File: src/rtl/hwce_shift_adder_pkg.sv
// Shared types, width helpers and saturation constants for the HWCE shift-adder pipeline.
package hwce_shift_adder_pkg;

    // Widest runtime shift amount and bias constant a beat config can carry
    localparam int QF_MAX_WIDTH    = 8;
    localparam int CONST_MAX_WIDTH = 32;

    // Width of one sum-of-products operand
    function automatic int mulWidth(input int convWidth, input int nbMuls);
        return 2 * convWidth + $clog2(nbMuls);
    endfunction

    // Internal sum width: room for N_COL SOP operands plus the shifted bias, plus a sign guard
    function automatic int sumWidth(input int mulW, input int nCol);
        return mulW + $clog2(nCol + 1) + 1;
    endfunction

    // Number of leaves of an adder tree after padding the operand count to a power of two
    function automatic int treeLeaves(input int nOps);
        return 1 << $clog2(nOps);
    endfunction

    // Largest positive value representable in a signed w-bit result
    function automatic logic [CONST_MAX_WIDTH-1:0] satPos(input int w);
        return (CONST_MAX_WIDTH'(1) << (w - 1)) - CONST_MAX_WIDTH'(1);
    endfunction

    // Most negative value representable in a signed w-bit result
    function automatic logic [CONST_MAX_WIDTH-1:0] satNeg(input int w);
        return CONST_MAX_WIDTH'(1) << (w - 1);
    endfunction

    // Per-beat configuration captured at accept and carried alongside the data
    typedef struct packed {
        logic [QF_MAX_WIDTH-1:0]           qf;
        logic                              roundEn;
        logic                              relu;
        logic                              useConst;
        logic signed [CONST_MAX_WIDTH-1:0] constVal;
    } beat_cfg_t;

endpackage

File: src/rtl/hwce_adder_tree.sv
// Combinational balanced adder tree; operand count is padded with zeros up to a power of two.
module hwce_adder_tree
    import hwce_shift_adder_pkg::*;
#(
    parameter int N_OPS = 5,
    parameter int WIDTH = 41
) (
    input  logic [N_OPS*WIDTH-1:0] i_operands,
    output logic [WIDTH-1:0]       o_sum
);

    localparam int LEAVES = treeLeaves(N_OPS);

    logic [WIDTH-1:0] w_node [LEAVES];

    // Load the leaves, then fold pairwise level by level; two's complement wrap is harmless
    // because WIDTH already has headroom for the full operand count
    always_comb begin
        for (int i = 0; i < LEAVES; i++) begin
            if (i < N_OPS) begin
                w_node[i] = i_operands[i*WIDTH +: WIDTH];
            end else begin
                w_node[i] = '0;
            end
        end
        for (int span = LEAVES / 2; span >= 1; span = span / 2) begin
            for (int i = 0; i < span; i++) begin
                w_node[i] = w_node[2*i] + w_node[2*i+1];
            end
        end
        o_sum = w_node[0];
    end

endmodule

File: src/rtl/hwce_shift_adder_pipe.sv
// Three-stage back-pressurable shift-adder: join bias + SOP columns, add, shift/round,
// saturate, optional ReLU, with a sticky saturation event counter.
// SOP layout: column c, pixel p lives at y_in_sop[(c*NPX+p)*MUL_WIDTH +: MUL_WIDTH].
module hwce_shift_adder_pipe
    import hwce_shift_adder_pkg::*;
#(
    parameter int CONV_WIDTH   = 16,
    parameter int NPX          = 2,
    parameter int NB_MULS      = 25,
    parameter int N_COL        = 4,
    parameter int MUL_WIDTH    = mulWidth(CONV_WIDTH, NB_MULS),
    parameter int SUM_WIDTH    = sumWidth(MUL_WIDTH, N_COL),
    parameter int QF_WIDTH     = 5,
    parameter int SATCNT_WIDTH = 16
) (
    input  logic                            clk,
    input  logic                            rst,
    input  logic                            valid_y_in,
    input  logic [NPX*CONV_WIDTH-1:0]       y_in,
    input  logic [N_COL-1:0]                valid_y_in_sop,
    input  logic [N_COL*NPX*MUL_WIDTH-1:0]  y_in_sop,
    output logic                            ready_in,
    input  logic [QF_WIDTH-1:0]             qf,
    input  logic                            round_en,
    input  logic                            sum_over_constant,
    input  logic [CONV_WIDTH-1:0]           constant_to_sum,
    input  logic                            rectifier_activ,
    output logic [NPX*CONV_WIDTH-1:0]       y_out,
    output logic                            valid_y_out,
    input  logic                            ready_out,
    output logic [SATCNT_WIDTH-1:0]         sat_cnt,
    input  logic                            sat_clr
);

    localparam logic [CONV_WIDTH-1:0] SAT_POS = CONV_WIDTH'(satPos(CONV_WIDTH));
    localparam logic [CONV_WIDTH-1:0] SAT_NEG = CONV_WIDTH'(satNeg(CONV_WIDTH));

    // Stage 1: captured inputs and configuration
    logic                           r_v1;
    logic [NPX*CONV_WIDTH-1:0]      r_yin1;
    logic [N_COL*NPX*MUL_WIDTH-1:0] r_sop1;
    beat_cfg_t                      r_cfg1;

    // Stage 2: adder-tree sums plus the config fields the back end still needs
    logic                           r_v2;
    logic [NPX*SUM_WIDTH-1:0]       r_sum2;
    logic [QF_MAX_WIDTH-1:0]        r_qf2;
    logic                           r_round2;
    logic                           r_relu2;

    // Stage 3: final result and per-pixel saturation flags
    logic                           r_v3;
    logic [NPX*CONV_WIDTH-1:0]      r_y3;
    logic [NPX-1:0]                 r_satMask3;
    logic [SATCNT_WIDTH-1:0]        r_satCnt;

    logic                           w_adv1;
    logic                           w_adv2;
    logic                           w_adv3;
    logic                           w_accept;
    logic                           w_xfer;
    beat_cfg_t                      w_cfgIn;
    logic [NPX*SUM_WIDTH-1:0]       w_sumTree;
    logic [NPX*CONV_WIDTH-1:0]      w_yNext;
    logic [NPX-1:0]                 w_satMask;
    logic [SATCNT_WIDTH:0]          w_satInc;
    logic [SATCNT_WIDTH:0]          w_cntSum;

    // Advance chain: a stage moves when it is empty or its successor moves; ready_in depends
    // only on registered valids and ready_out, never on the incoming valids
    always_comb begin
        w_adv3   = ~r_v3 | ready_out;
        w_adv2   = ~r_v2 | w_adv3;
        w_adv1   = ~r_v1 | w_adv2;
        ready_in = w_adv1;
        w_accept = valid_y_in & (&valid_y_in_sop) & w_adv1;
        w_xfer   = r_v3 & ready_out;
    end

    // Bundle the runtime configuration so it travels with the beat it was sampled for
    always_comb begin
        w_cfgIn          = '0;
        w_cfgIn.qf       = QF_MAX_WIDTH'(qf);
        w_cfgIn.roundEn  = round_en;
        w_cfgIn.relu     = rectifier_activ;
        w_cfgIn.useConst = sum_over_constant;
        w_cfgIn.constVal = CONST_MAX_WIDTH'(signed'(constant_to_sum));
    end

    // Stage 1 register: take a fully joined beat and its configuration
    always_ff @(posedge clk or posedge rst) begin
        if (rst) begin
            r_v1   <= 1'b0;
            r_yin1 <= '0;
            r_sop1 <= '0;
            r_cfg1 <= '0;
        end else if (w_adv1) begin
            r_v1 <= w_accept;
            if (w_accept) begin
                r_yin1 <= y_in;
                r_sop1 <= y_in_sop;
                r_cfg1 <= w_cfgIn;
            end
        end
    end

    // Per pixel: pick bias source, pre-shift it into the SOP fixed-point domain, add all columns
    for (genvar p = 0; p < NPX; p++) begin : g_pixAdd
        logic signed [SUM_WIDTH-1:0]   w_base;
        logic signed [SUM_WIDTH-1:0]   w_baseShl;
        logic [(N_COL+1)*SUM_WIDTH-1:0] w_ops;

        // Build the operand vector: shifted bias first, then each sign-extended SOP column
        always_comb begin
            if (r_cfg1.useConst) begin
                w_base = SUM_WIDTH'(signed'(r_cfg1.constVal));
            end else begin
                w_base = SUM_WIDTH'(signed'(r_yin1[p*CONV_WIDTH +: CONV_WIDTH]));
            end
            w_baseShl = w_base <<< r_cfg1.qf;
            w_ops     = '0;
            w_ops[SUM_WIDTH-1:0] = w_baseShl;
            for (int c = 0; c < N_COL; c++) begin
                w_ops[(c+1)*SUM_WIDTH +: SUM_WIDTH] =
                    SUM_WIDTH'(signed'(r_sop1[(c*NPX+p)*MUL_WIDTH +: MUL_WIDTH]));
            end
        end

        hwce_adder_tree #(
            .N_OPS (N_COL + 1),
            .WIDTH (SUM_WIDTH)
        ) u_tree (
            .i_operands (w_ops),
            .o_sum      (w_sumTree[p*SUM_WIDTH +: SUM_WIDTH])
        );
    end

    // Stage 2 register: latch the tree sums and the back-end configuration
    always_ff @(posedge clk or posedge rst) begin
        if (rst) begin
            r_v2     <= 1'b0;
            r_sum2   <= '0;
            r_qf2    <= '0;
            r_round2 <= 1'b0;
            r_relu2  <= 1'b0;
        end else if (w_adv2) begin
            r_v2 <= r_v1;
            if (r_v1) begin
                r_sum2   <= w_sumTree;
                r_qf2    <= r_cfg1.qf;
                r_round2 <= r_cfg1.roundEn;
                r_relu2  <= r_cfg1.relu;
            end
        end
    end

    // Per pixel: optional round-half-up, arithmetic right shift, saturate, then ReLU
    for (genvar p = 0; p < NPX; p++) begin : g_pixOut
        logic signed [SUM_WIDTH-1:0]   w_sum;
        logic signed [SUM_WIDTH-1:0]   w_rnd;
        logic signed [SUM_WIDTH-1:0]   w_shr;
        logic [SUM_WIDTH-CONV_WIDTH:0] w_top;
        logic                          w_sat;
        logic [CONV_WIDTH-1:0]         w_pix;

        // Saturation is judged on the shifted value, before ReLU, so clipped negatives still count
        always_comb begin
            w_sum = signed'(r_sum2[p*SUM_WIDTH +: SUM_WIDTH]);
            w_rnd = w_sum;
            if (r_round2 && (r_qf2 != '0)) begin
                w_rnd = w_sum + (SUM_WIDTH'(1) << (r_qf2 - QF_MAX_WIDTH'(1)));
            end
            w_shr = w_rnd >>> r_qf2;
            w_top = w_shr[SUM_WIDTH-1:CONV_WIDTH-1];
            w_sat = ~((&w_top) | (~|w_top));
            if (w_sat) begin
                w_pix = w_shr[SUM_WIDTH-1] ? SAT_NEG : SAT_POS;
            end else begin
                w_pix = w_shr[CONV_WIDTH-1:0];
            end
            if (r_relu2 && w_pix[CONV_WIDTH-1]) begin
                w_pix = '0;
            end
        end

        assign w_yNext[p*CONV_WIDTH +: CONV_WIDTH] = w_pix;
        assign w_satMask[p]                        = w_sat;
    end

    // Stage 3 register: the output beat, held stable while downstream stalls
    always_ff @(posedge clk or posedge rst) begin
        if (rst) begin
            r_v3       <= 1'b0;
            r_y3       <= '0;
            r_satMask3 <= '0;
        end else if (w_adv3) begin
            r_v3 <= r_v2;
            if (r_v2) begin
                r_y3       <= w_yNext;
                r_satMask3 <= w_satMask;
            end
        end
    end

    // Count saturated pixels of the beat currently on the output, one bit wider to detect overflow
    always_comb begin
        w_satInc = '0;
        for (int p = 0; p < NPX; p++) begin
            w_satInc = w_satInc + (SATCNT_WIDTH+1)'(r_satMask3[p]);
        end
        w_cntSum = {1'b0, r_satCnt} + w_satInc;
    end

    // Sticky saturation counter; a clear wins over a coincident increment
    always_ff @(posedge clk or posedge rst) begin
        if (rst) begin
            r_satCnt <= '0;
        end else if (sat_clr) begin
            r_satCnt <= '0;
        end else if (w_xfer) begin
            r_satCnt <= w_cntSum[SATCNT_WIDTH] ? '1 : w_cntSum[SATCNT_WIDTH-1:0];
        end
    end

    assign y_out       = r_y3;
    assign valid_y_out = r_v3;
    assign sat_cnt     = r_satCnt;

endmodule

File: config.mk
export PLATFORM = sky130hd
export DESIGN_NAME = hwce_shift_adder_pipe
export DESIGN_NICKNAME = d
export VERILOG_FILES = /design/src/rtl/hwce_shift_adder_pkg.sv /design/src/rtl/hwce_adder_tree.sv /design/src/rtl/hwce_shift_adder_pipe.sv
export SDC_FILE = /design/constraint.sdc
export NUM_CORES = 2
export LEC_CHECK = 0
export CORE_MARGIN = 5
export CORE_UTILIZATION = 55
export CTS_BUF_LIST = sky130_fd_sc_hd__clkbuf_8
export CTS_CLUSTER_DIAMETER = 50
export CTS_CLUSTER_SIZE = 10
export DETAILED_ROUTE_END_ITERATION = 10
export GPL_TIMING_DRIVEN = 1
export PLACE_DENSITY_LB_ADDON = 0.1
export SYNTH_ARGS = -nofsm -noshare
export SYNTH_HDL_FRONTEND = slang
export SYNTH_SLANG_ARGS = --single-unit
File: constraint.sdc
create_clock -name clk -period 27.7 [get_ports clk]
set_clock_uncertainty 0.05 [all_clocks]
set_input_delay 5.54 -clock clk [delete_from_list [all_inputs] [get_ports clk]]
set_output_delay 5.54 -clock clk [all_outputs]
set_load 0.02 [all_outputs]
==> results.tsv <==
stage	metric	value	unit
yosys	#FFs+latches synth	494	
cells_and_area	share of cells above drive strength 1	0.1291	
clock_tree	cts-stage hold buffer count	0	
clock_tree	later-pin clock latency in the skew report	710	ps
clock_tree	cts repair resizes	0	
sta	Final TNS setup	0	ps
floorplan	Die X	300.6	um
clock_tree	Clock Path Buffers	3	
floorplan	die area	90350	um^2
sta	min cycle time layout	12750	ps
placement	IO Port Bufs	410	
detailed_routing	DRT iter0 DRCs	4336	
worst_hold_path	Hold Startpoint	y_out[31]	
global_route	vias in the first global route	40498	
setup_path	CP startpoint	ready_out	
yosys	area leader, netlist	dfrtp_1	
setup_path	crit path kind	in -> out	
clock_tree	CTS tree	built	
sta	fmax	0.07844	GHz
sta	Slew headroom	0.1353	
clock_tree	Post-CTS Setup Bufs	0	
worst_hold_path	hold crit path type	reg -> reg	
clock_tree	Worst-path clk slew	70	ps
global_route	GRT Total Usage	0.3417	
cells_and_area	Syn-to-layout area delta	13.56	%
setup_path	Crit. End Element	output pin	
yosys	largest cells by area after synthesis	dfrtp_1, mux2_2, fa_1	
detailed_routing	wire per inst	23.77	um
global_route	first-pass GRT wire length	242300	um
floorplan	core area	83690	um^2
setup_path	Required @ worst endpoint	22110	ps
sta	Least-Margin Pin Slew	1292	ps
global_route	largest net degree at the start of global routing	155	
sta	RSZ-0062 raised after global routing	false	
yosys	Syn Inst Count	5275	
setup_path	CP Launch Type	input port	
detailed_routing	DRC	0	
yosys	number of synthesized flops with an enable pin	0	
sta	setup violators final	0	
yosys	Yosys cell types	123	
sta	Final period util	0.4602	
clock_tree	clk root buf	clkbuf_8	
detailed_routing	drt first pass iters	8	
yosys	Primary FF master, synth	dfrtp_1	
floorplan	Initial Utilization	0.5549	
placement	gpl congestion	1.006	
detailed_routing	routed via count	42215	
sta	fin. max-slew vios	0	
yosys	Async SR Flop Fraction	1.000	
clock_tree	H-tree depth	3	
floorplan	Die Height	300.6	um
yosys	synthesized area per cell	8.804	um^2
clock_tree	clk sinks	494	
global_route	global route overflow	0	
detailed_routing	DRT antenna net count	0	
floorplan	row count	106	
detailed_routing	Via density	6.308	
setup_path	CP arrival	7160	ps
detailed_routing	drt total wl	159000	um
yosys	share of the yosys chip area belonging to registers	0.2662	
cells_and_area	fin nets	6233	
yosys	commonest cells in the netlist	dfrtp_1, nand2_1, mux2_2, nor2_1, inv_1	
yosys	most numerous cell in the Yosys netlist	dfrtp_1	
yosys	Yosys top cell area share	0.2662	
placement	DPL Wire Length	125400	um
floorplan	num ports	411	
sta	Fin. Hold Viols	0	
clock_tree	CTS Buf Count	74	
setup_path	Crit Path Max Fanout	4	
setup_path	FF-to-FF Start	r_qf2[0]	
yosys	Cell Area, Synth	46440	um^2
yosys	yosys warns	0	
outcome	outcome	finished, final reports clean	
global_route	initial antenna violation count	7	
flow_run	Max Cap Viol	0	
cells_and_area	# fillers	7329	
-- area by class of cell --
cell class	count	area [um^2]	share of cell area
antenna	5	12.51	0.0002372
clock buffer	76	1046	0.01983
clock inverter	46	478.0	0.009062
inverter	397	1498	0.02840
multi-input combinational	4079	31400	0.5954
sequential	494	12370	0.2346
tap	1134	1419	0.02690
timing repair buffer	461	4512	0.08555
-- cells by family (layout without fill, tap and decap cells) --
group / after synthesis / count (layout) / share of synthesized area
mux: 599 / 599 / 0.1489
fa+ha+maj: 374 / 374 / 0.1266
simple gates: 1503 / 1503 / 0.1566
buf+inv: 715 / 980 / 0.05941
compound gates: 1379 / 1379 / 0.2025
other cells: 1 / 19 / 0.00008075
flops: 494 / 494 / 0.2662
xor+xnor: 210 / 210 / 0.03977
-- metrics by stage --
stage,hold slack (ps),cells,util,cell area [um^2],setup WS [ps]
6_report,425.9,6692,0.6302,52740,14950
5_1_grt,460.1,6691,0.6302,52740,14920
4_1_cts,434.4,6687,0.6301,52730,14980
3_5_place_dp,411.5,6565,0.6119,51210,15000
3_3_place_gp,398.0,6565,0.6119,51210,15010
2_1_floorplan,383.1,5288,-,46490,8320
-- flip-flops by register name, summed over array words and instances (netlist names) --
signal / count
r_sop1: 296
r_sum2: 82
r_yin1: 32
y_out: 32
r_cfg1: 24
sat_cnt: 16
r_qf2: 5
r_satMask3: 2
r_relu2: 1
r_round2: 1
r_v1: 1
r_v2: 1
valid_y_out: 1
-- worst paths after layout --
kind / slack [ps] / cells past startpoint / endpoint
worst max-delay path: 14950 / 4 / ready_in
worst min-delay path: 430 / 2 / y_out[31]
worst max register to register: 17610 / 23 / y_out[26]
worst min register to register: 430 / 2 / y_out[31]
max in group asynchronous: 19030 / 5 / r_sop1[128]
min in group asynchronous: 5410 / 2 / r_sop1[168]
-- per-layer routing --
| metal | track usage | up-vias | share of wire | wire, um |
|---|---|---|---|---|
| li1 | - | 19484 | - | - |
| met1 | 0.4738 | 20578 | 0.43 | 67610 |
| met2 | 0.5402 | 1768 | 0.45 | 72080 |
| met3 | 0.05638 | 381 | 0.078 | 12360 |
| met4 | 0.1317 | 4 | 0.044 | 6976 |
| met5 | 0 | - | 0.00016 | 25 |
-- critical path, cell delays in order --
cell,delay (ps)
clkdlybuf4s50_1,450
nor2b_1,330
nand3_1,240
clkdlybuf4s50_1,600
-- placed cells by master (no fill, tap or decap), types with 152 or more instances in the layout --
cell	n
nor2_1	400
fa_1	163
ha_1	202
mux2i_1	152
a21oi_1	332
inv_1	400
o21ai_0	277
dfrtp_1	484
nand2_1	433
clkdlybuf4s50_1	410
mux2_2	414
Power is not shown: default switching activity piles up to over one toggle a cycle in this logic, so the estimate is an artifact.
